File: config.mk
export PLATFORM = sky130hd
export DESIGN_NAME = vx_perf_pipeline_ctrl
export DESIGN_NICKNAME = d
export VERILOG_FILES = /design/src/rtl/vx_perf_pipeline_ctrl_pkg.sv /design/src/rtl/vx_perf_pipeline_ctrl_ctr.sv /design/src/rtl/vx_perf_pipeline_ctrl.sv
export SDC_FILE = /design/constraint.sdc
export NUM_CORES = 2
export LEC_CHECK = 0
export CAP_MARGIN = 10
export CORE_MARGIN = 2
export CORE_UTILIZATION = 54
export DETAILED_ROUTE_END_ITERATION = 10
export DONT_BUFFER_PORTS = 1
export PLACE_DENSITY = 0.8
export SYNTH_ARGS = -nofsm -noshare
export SYNTH_HDL_FRONTEND = slang
export SYNTH_SLANG_ARGS = --single-unit
export TNS_END_PERCENT = 50
File: constraint.sdc
create_clock -name clk -period 6.64 [get_ports clk]
set_input_delay 0.996 -clock clk [delete_from_list [all_inputs] [get_ports clk]]
set_output_delay 0.996 -clock clk [all_outputs]
set_load 0.05 [all_outputs]
File: src/rtl/vx_perf_pipeline_ctrl_pkg.sv
// Shared definitions for the pipeline performance counter block:
// counter index map, counter count and read-FSM state encoding.
package VX_perf_pkg;
  localparam int NUM_CTRS    = 11;
  localparam int CTR_LOAD    = 0;
  localparam int CTR_STORE   = 1;
  localparam int CTR_BRANCH  = 2;
  localparam int CTR_IBF     = 3;
  localparam int CTR_SCB     = 4;
  localparam int CTR_LSU     = 5;
  localparam int CTR_CSR     = 6;
  localparam int CTR_ALU     = 7;
  localparam int CTR_FPU     = 8;
  localparam int CTR_GPU     = 9;
  localparam int CTR_THREADS = 10;

  typedef enum logic [1:0] {
    ST_IDLE   = 2'd0,
    ST_LOOKUP = 2'd1,
    ST_RSP    = 2'd2
  } rd_state_e;
endpackage

File: src/rtl/vx_perf_pipeline_ctrl_ctr.sv
// One live performance counter: wraps modulo 2^W with a sticky wrap flag.
// EN=0 ties the counter and its flag to zero.
module VX_perf_ctr #(
  parameter int W  = 44,
  parameter bit EN = 1'b1
) (
  input  logic         i_clk,
  input  logic         i_reset,
  input  logic         i_clear,
  input  logic         i_en,
  input  logic [W-1:0] i_inc,
  output logic [W-1:0] o_cnt,
  output logic         o_ovf
);
  logic [W-1:0] r_cnt;
  logic         r_ovf;
  logic [W:0]   w_sum;

  assign w_sum = {1'b0, r_cnt} + {1'b0, i_inc};

  // clear wins over the increment in the same cycle
  always_ff @(posedge i_clk) begin
    if (i_reset || i_clear || !EN) begin
      r_cnt <= '0;
      r_ovf <= 1'b0;
    end else if (i_en) begin
      r_cnt <= w_sum[W-1:0];
      if (w_sum[W]) r_ovf <= 1'b1;
    end
  end

  assign o_cnt = r_cnt;
  assign o_ovf = r_ovf;
endmodule

File: src/rtl/vx_perf_pipeline_ctrl.sv
// Pipeline perf counters: 11 live counters, a snapshot shadow bank and a
// 3-state read port returning shadow values two cycles after acceptance.
module vx_perf_pipeline_ctrl
  import VX_perf_pkg::*;
#(
  parameter int CTR_BITS    = 44,
  parameter int NUM_THREADS = 4,
  parameter bit FPU_EN      = 1'b1
) (
  input  logic                           clk,
  input  logic                           reset,
  input  logic                           cnt_en,
  input  logic                           clear,
  input  logic                           snapshot,
  input  logic                           ev_load,
  input  logic                           ev_store,
  input  logic                           ev_branch,
  input  logic                           ev_ibf,
  input  logic                           ev_scb,
  input  logic                           ev_lsu,
  input  logic                           ev_csr,
  input  logic                           ev_alu,
  input  logic                           ev_fpu,
  input  logic                           ev_gpu,
  input  logic [$clog2(NUM_THREADS):0]   ev_threads,
  input  logic                           req_valid,
  output logic                           req_ready,
  input  logic [3:0]                     req_addr,
  output logic                           rsp_valid,
  input  logic                           rsp_ready,
  output logic [CTR_BITS-1:0]            rsp_data,
  output logic [NUM_CTRS-1:0]            ovf
);
  logic [CTR_THREADS-1:0]               w_ev;
  logic [NUM_CTRS-1:0][CTR_BITS-1:0]    w_live;
  logic [NUM_CTRS-1:0][CTR_BITS-1:0]    r_shadow;
  logic [CTR_BITS-1:0]                  w_sel;
  rd_state_e                            r_state;
  logic [3:0]                           r_addr;
  logic [CTR_BITS-1:0]                  r_rsp_data;
  logic                                 r_req_ready;
  logic                                 r_rsp_valid;

  assign w_ev = {ev_gpu, ev_fpu, ev_alu, ev_csr, ev_lsu,
                 ev_scb, ev_ibf, ev_branch, ev_store, ev_load};

  for (genvar i = 0; i < NUM_CTRS; i++) begin : g_ctr
    logic [CTR_BITS-1:0] w_inc;
    if (i == CTR_THREADS) begin : g_thr
      assign w_inc = CTR_BITS'(ev_threads);
    end else begin : g_ev
      assign w_inc = CTR_BITS'(w_ev[i]);
    end
    VX_perf_ctr #(
      .W  (CTR_BITS),
      .EN ((i != CTR_FPU) || FPU_EN)
    ) u_ctr (
      .i_clk   (clk),
      .i_reset (reset),
      .i_clear (clear),
      .i_en    (cnt_en),
      .i_inc   (w_inc),
      .o_cnt   (w_live[i]),
      .o_ovf   (ovf[i])
    );
  end

  // shadow captures pre-edge live values; clear leaves it alone
  always_ff @(posedge clk) begin
    if (reset)         r_shadow <= '0;
    else if (snapshot) r_shadow <= w_live;
  end

  // unmapped addresses fall through to zero
  always_comb begin
    w_sel = '0;
    for (int i = 0; i < NUM_CTRS; i++)
      if (r_addr == 4'(i)) w_sel = r_shadow[i];
  end

  always_ff @(posedge clk) begin
    if (reset) begin
      r_state     <= ST_IDLE;
      r_addr      <= '0;
      r_rsp_data  <= '0;
      r_req_ready <= 1'b1;
      r_rsp_valid <= 1'b0;
    end else begin
      case (r_state)
        ST_IDLE: if (req_valid) begin
          r_addr      <= req_addr;
          r_state     <= ST_LOOKUP;
          r_req_ready <= 1'b0;
        end
        ST_LOOKUP: begin
          r_rsp_data  <= w_sel;
          r_state     <= ST_RSP;
          r_rsp_valid <= 1'b1;
        end
        ST_RSP: if (rsp_ready) begin
          r_state     <= ST_IDLE;
          r_rsp_valid <= 1'b0;
          r_req_ready <= 1'b1;
        end
        default: begin
          r_state     <= ST_IDLE;
          r_rsp_valid <= 1'b0;
          r_req_ready <= 1'b1;
        end
      endcase
    end
  end

  assign req_ready = r_req_ready;
  assign rsp_valid = r_rsp_valid;
  assign rsp_data  = r_rsp_data;
endmodule
==> metrics.txt <==
status=complete, but fails checks; failing checks=slew limit; initial antenna violation count=3; CP Capture Type=register; Area Overhead vs Synth=8.89%; WL per Instance=about 21 um; I/O pins=slightly above 80; worst endpoint data arrival time=3.84 ns; fin crit period=about 3.3 ns; layout cells sized above 1=under 10%; Post-Place Cells=between 5000 and 6000; DR iter-0 viols=approximately 3900; r2r endpoint=rsp_data[0]$_SDFFE_PP0P_; Max IR drop VDD=0.207 mV; Max Freq=roughly 0.30 GHz; Clk pin slew, worst setup/hold paths=~0.060 ns; cell taking the most area after synthesis=dfxtp_1; number of synthesized flops with an enable pin=0; commonest cells after routing, fill and taps aside=1029 x dfxtp_1, 1000 x nor2_1, 513 x mux2i_1; Total Power=12.9 mW; Post-CTS Setup Inserts=0; TNS Setup=0 ns; gr usage total=28.8%; Vert. Die Dim=between 200 and 300 um; Max-cap violations=0; leakage=17.5 nW; htree depth=3; antenna viol nets, final=0; Synth Cell Area=~0.045 sq mm; Slew @ Worst Pin=3.11 ns; clock buffer depth=3; RSZ-0062 raised after global routing=no; r2r startpoint=r_addr[2]$_SDFFE_PP0P_; total die area=0.0854 sq mm; ys flop type=dfxtp_1; global-route wire length before repair=just under 200000 um; Critical Path Source=r_addr[2]$_SDFFE_PP0P_; reg2reg path depth=6; Setup crit start kind=register; PwrDens=around 260 mW/mm^2; r2r setup slk=3.31 ns; Syn. warnings=0; Post-Layout Cell Count=between 6000 and 7000; library cells used by synthesis=66; Avg Inst Size Synth=just under 9 sq um; grt ovf=0; core region area=~0.08 sq mm; Mapped Cells=5120; syn_nets=between 5000 and 6000; total number of vias=about 38000; Skew-Pair Late Insertion Delay=~0.67 ns; crit share post-route=50.2%; Final Instance Area=0.0489 sq mm; WHS=approximately 0.47 ns; CTS tree=built; post-placement cell area=~0.045 sq mm; root buf cell=clkbuf_16; Yosys reg bits=1031; Seq/Total Area, Yosys=46.0%; num rows=around 110; Post-route DRC=0; Die X=slightly below 300 um; DP HPWL=85000 um; Clock Skews=0.0223 ns; CTS Hold Bufs=0; top cells by area, synth=dfxtp_1 46%, mux2i_1 11%, nor2_1 8.4%; slew margin rel.=-107%; Post-Route WL=approximately 130000 um; max-slew violations=389; final setup vio count=0; CTS resizes=0; vias in the first global route=between 30000 and 40000; routability cong.=between 0.9 and 1; Via density=between 6 and 7; DRT Pass-1 Iters=5; Initial Util=a little over half; Total Nets Final=4975; CTS sink cnt=~1000; asr flop ratio synth=0%; most common cell after layout, fill and taps aside=dfxtp_1; worst hold path class=input pin to register; crit path to=rsp_data[0]$_SDFFE_PP0P_; total CTS buffers=between 100 and 150; Crit Path Category=register to register; crit path max fanout=49; Hold Fails Final Rpt=0; CP Data Required Time=around 7 ns; IO Port Bufs=0; Yosys top cell area share=46.0%; pin count of the biggest net entering global routing=roughly 550
cells in the mapped netlist (all sizes together) (8+ instances only):
cell type	number
nand4	158
nand3	198
a21o	9
mux2i	513
or4b	9
and4	52
nor4	76
a221oi	45
clkbuf	245
a21oi	258
o21a	14
inv	74
o2111ai	34
o22ai	8
or2	16
a22oi	39
or4	52
and2	12
nand2	273
o21ai	191
dfxtp	1031
xnor2	142
a31oi	40
o31ai	35
and3	42
nor2	1003
buf	85
or3	113
nor3	70
xor2	145
ha	23
mux2	41
sequential cells by signal (all words and copies together) (netlist names):
register	cells
g_ctr.u_ctr.o_cnt	484
g_ctr.u_ctr.o_ovf	11
r_addr	4
r_shadow	484
r_state	2
req_ready	1
rsp_data	44
rsp_valid	1
worst min-delay path by stage:
stage / to / from / cells past startpoint / slack (ns)
floorplan: g_ctr[2].u_ctr.o_ovf$_SDFFE_PP0P_ / g_ctr[2].u_ctr.o_ovf$_SDFFE_PP0P_ / 2 / 0.43
global placement: rsp_data[41]$_SDFFE_PP0P_ / r_shadow[393]$_SDFFE_PP0P_ / 2 / 0.45
detailed placement: rsp_data[17]$_SDFFE_PP0P_ / r_shadow[413]$_SDFFE_PP0P_ / 2 / 0.45
CTS: r_shadow[442]$_SDFFE_PP0P_ / reset / 1 / 0.43
global route: r_shadow[462]$_SDFFE_PP0P_ / reset / 1 / 0.42
finish: r_shadow[462]$_SDFFE_PP0P_ / reset / 1 / 0.47
cells by family after synthesis:
group	count (synthesis)	share of synthesized area [%]
xor gates and xnor gates	287	5.60
DFF	1031	46.0
adders and majority gates	24	0.686
and+or+nand+nor	2108	22.2
AOI/OAI and AO/OA	711	9.55
buffers and inverters	405	3.50
muxes	554	12.5
per-layer routing:
layer  wire length (um)  GRT usage [%]  share of wire (%)
met2              54600           43.1                 43
met3              12200           6.72                9.6
met5                 13              0              0.010
met1              52700           38.5                 42
met4               7270           15.8                5.7
worst max-delay path, stage by stage (launching register included):
cell	delay, ns
dfxtp_2	0.98
or3b_2	0.25
buf_4	0.43
nor2_4	0.03
buf_4	0.31
a221oi_1	0.92
a31oi_1	0.16
final cells by class:
type,count,area (sq um)
Antenna cell,2,5.00
Clock buffer,143,3000
Clock inverter,43,564
Fill cell,6768,33400
Inverter,75,282
Multi-Input combinational cell,3684,22800
Sequential cell,1031,20600
Tap cell,1070,1340
Timing Repair Buffer,32,265
through the flow:
| step | util, % | setup WS, ns |
|---|---|---|
| 2_1_floorplan | - | 3.48 |
| 3_3_place_gp | 55.1 | 2.95 |
| 3_5_place_dp | 55.1 | 2.90 |
| 4_1_cts | 59.4 | 3.38 |
| 5_1_grt | 59.4 | 3.28 |
| 6_report | 59.4 | 3.31 |
power breakdown:
part | switching [mW] | total [mW] | internal, mW
Clock | 2.51 | 6.13 | 3.62
Sequential | 0.120 | 6.33 | 6.21
Combinational | 0.270 | 0.446 | 0.176
No activity file was read; power rests on OpenSTA's default activity.
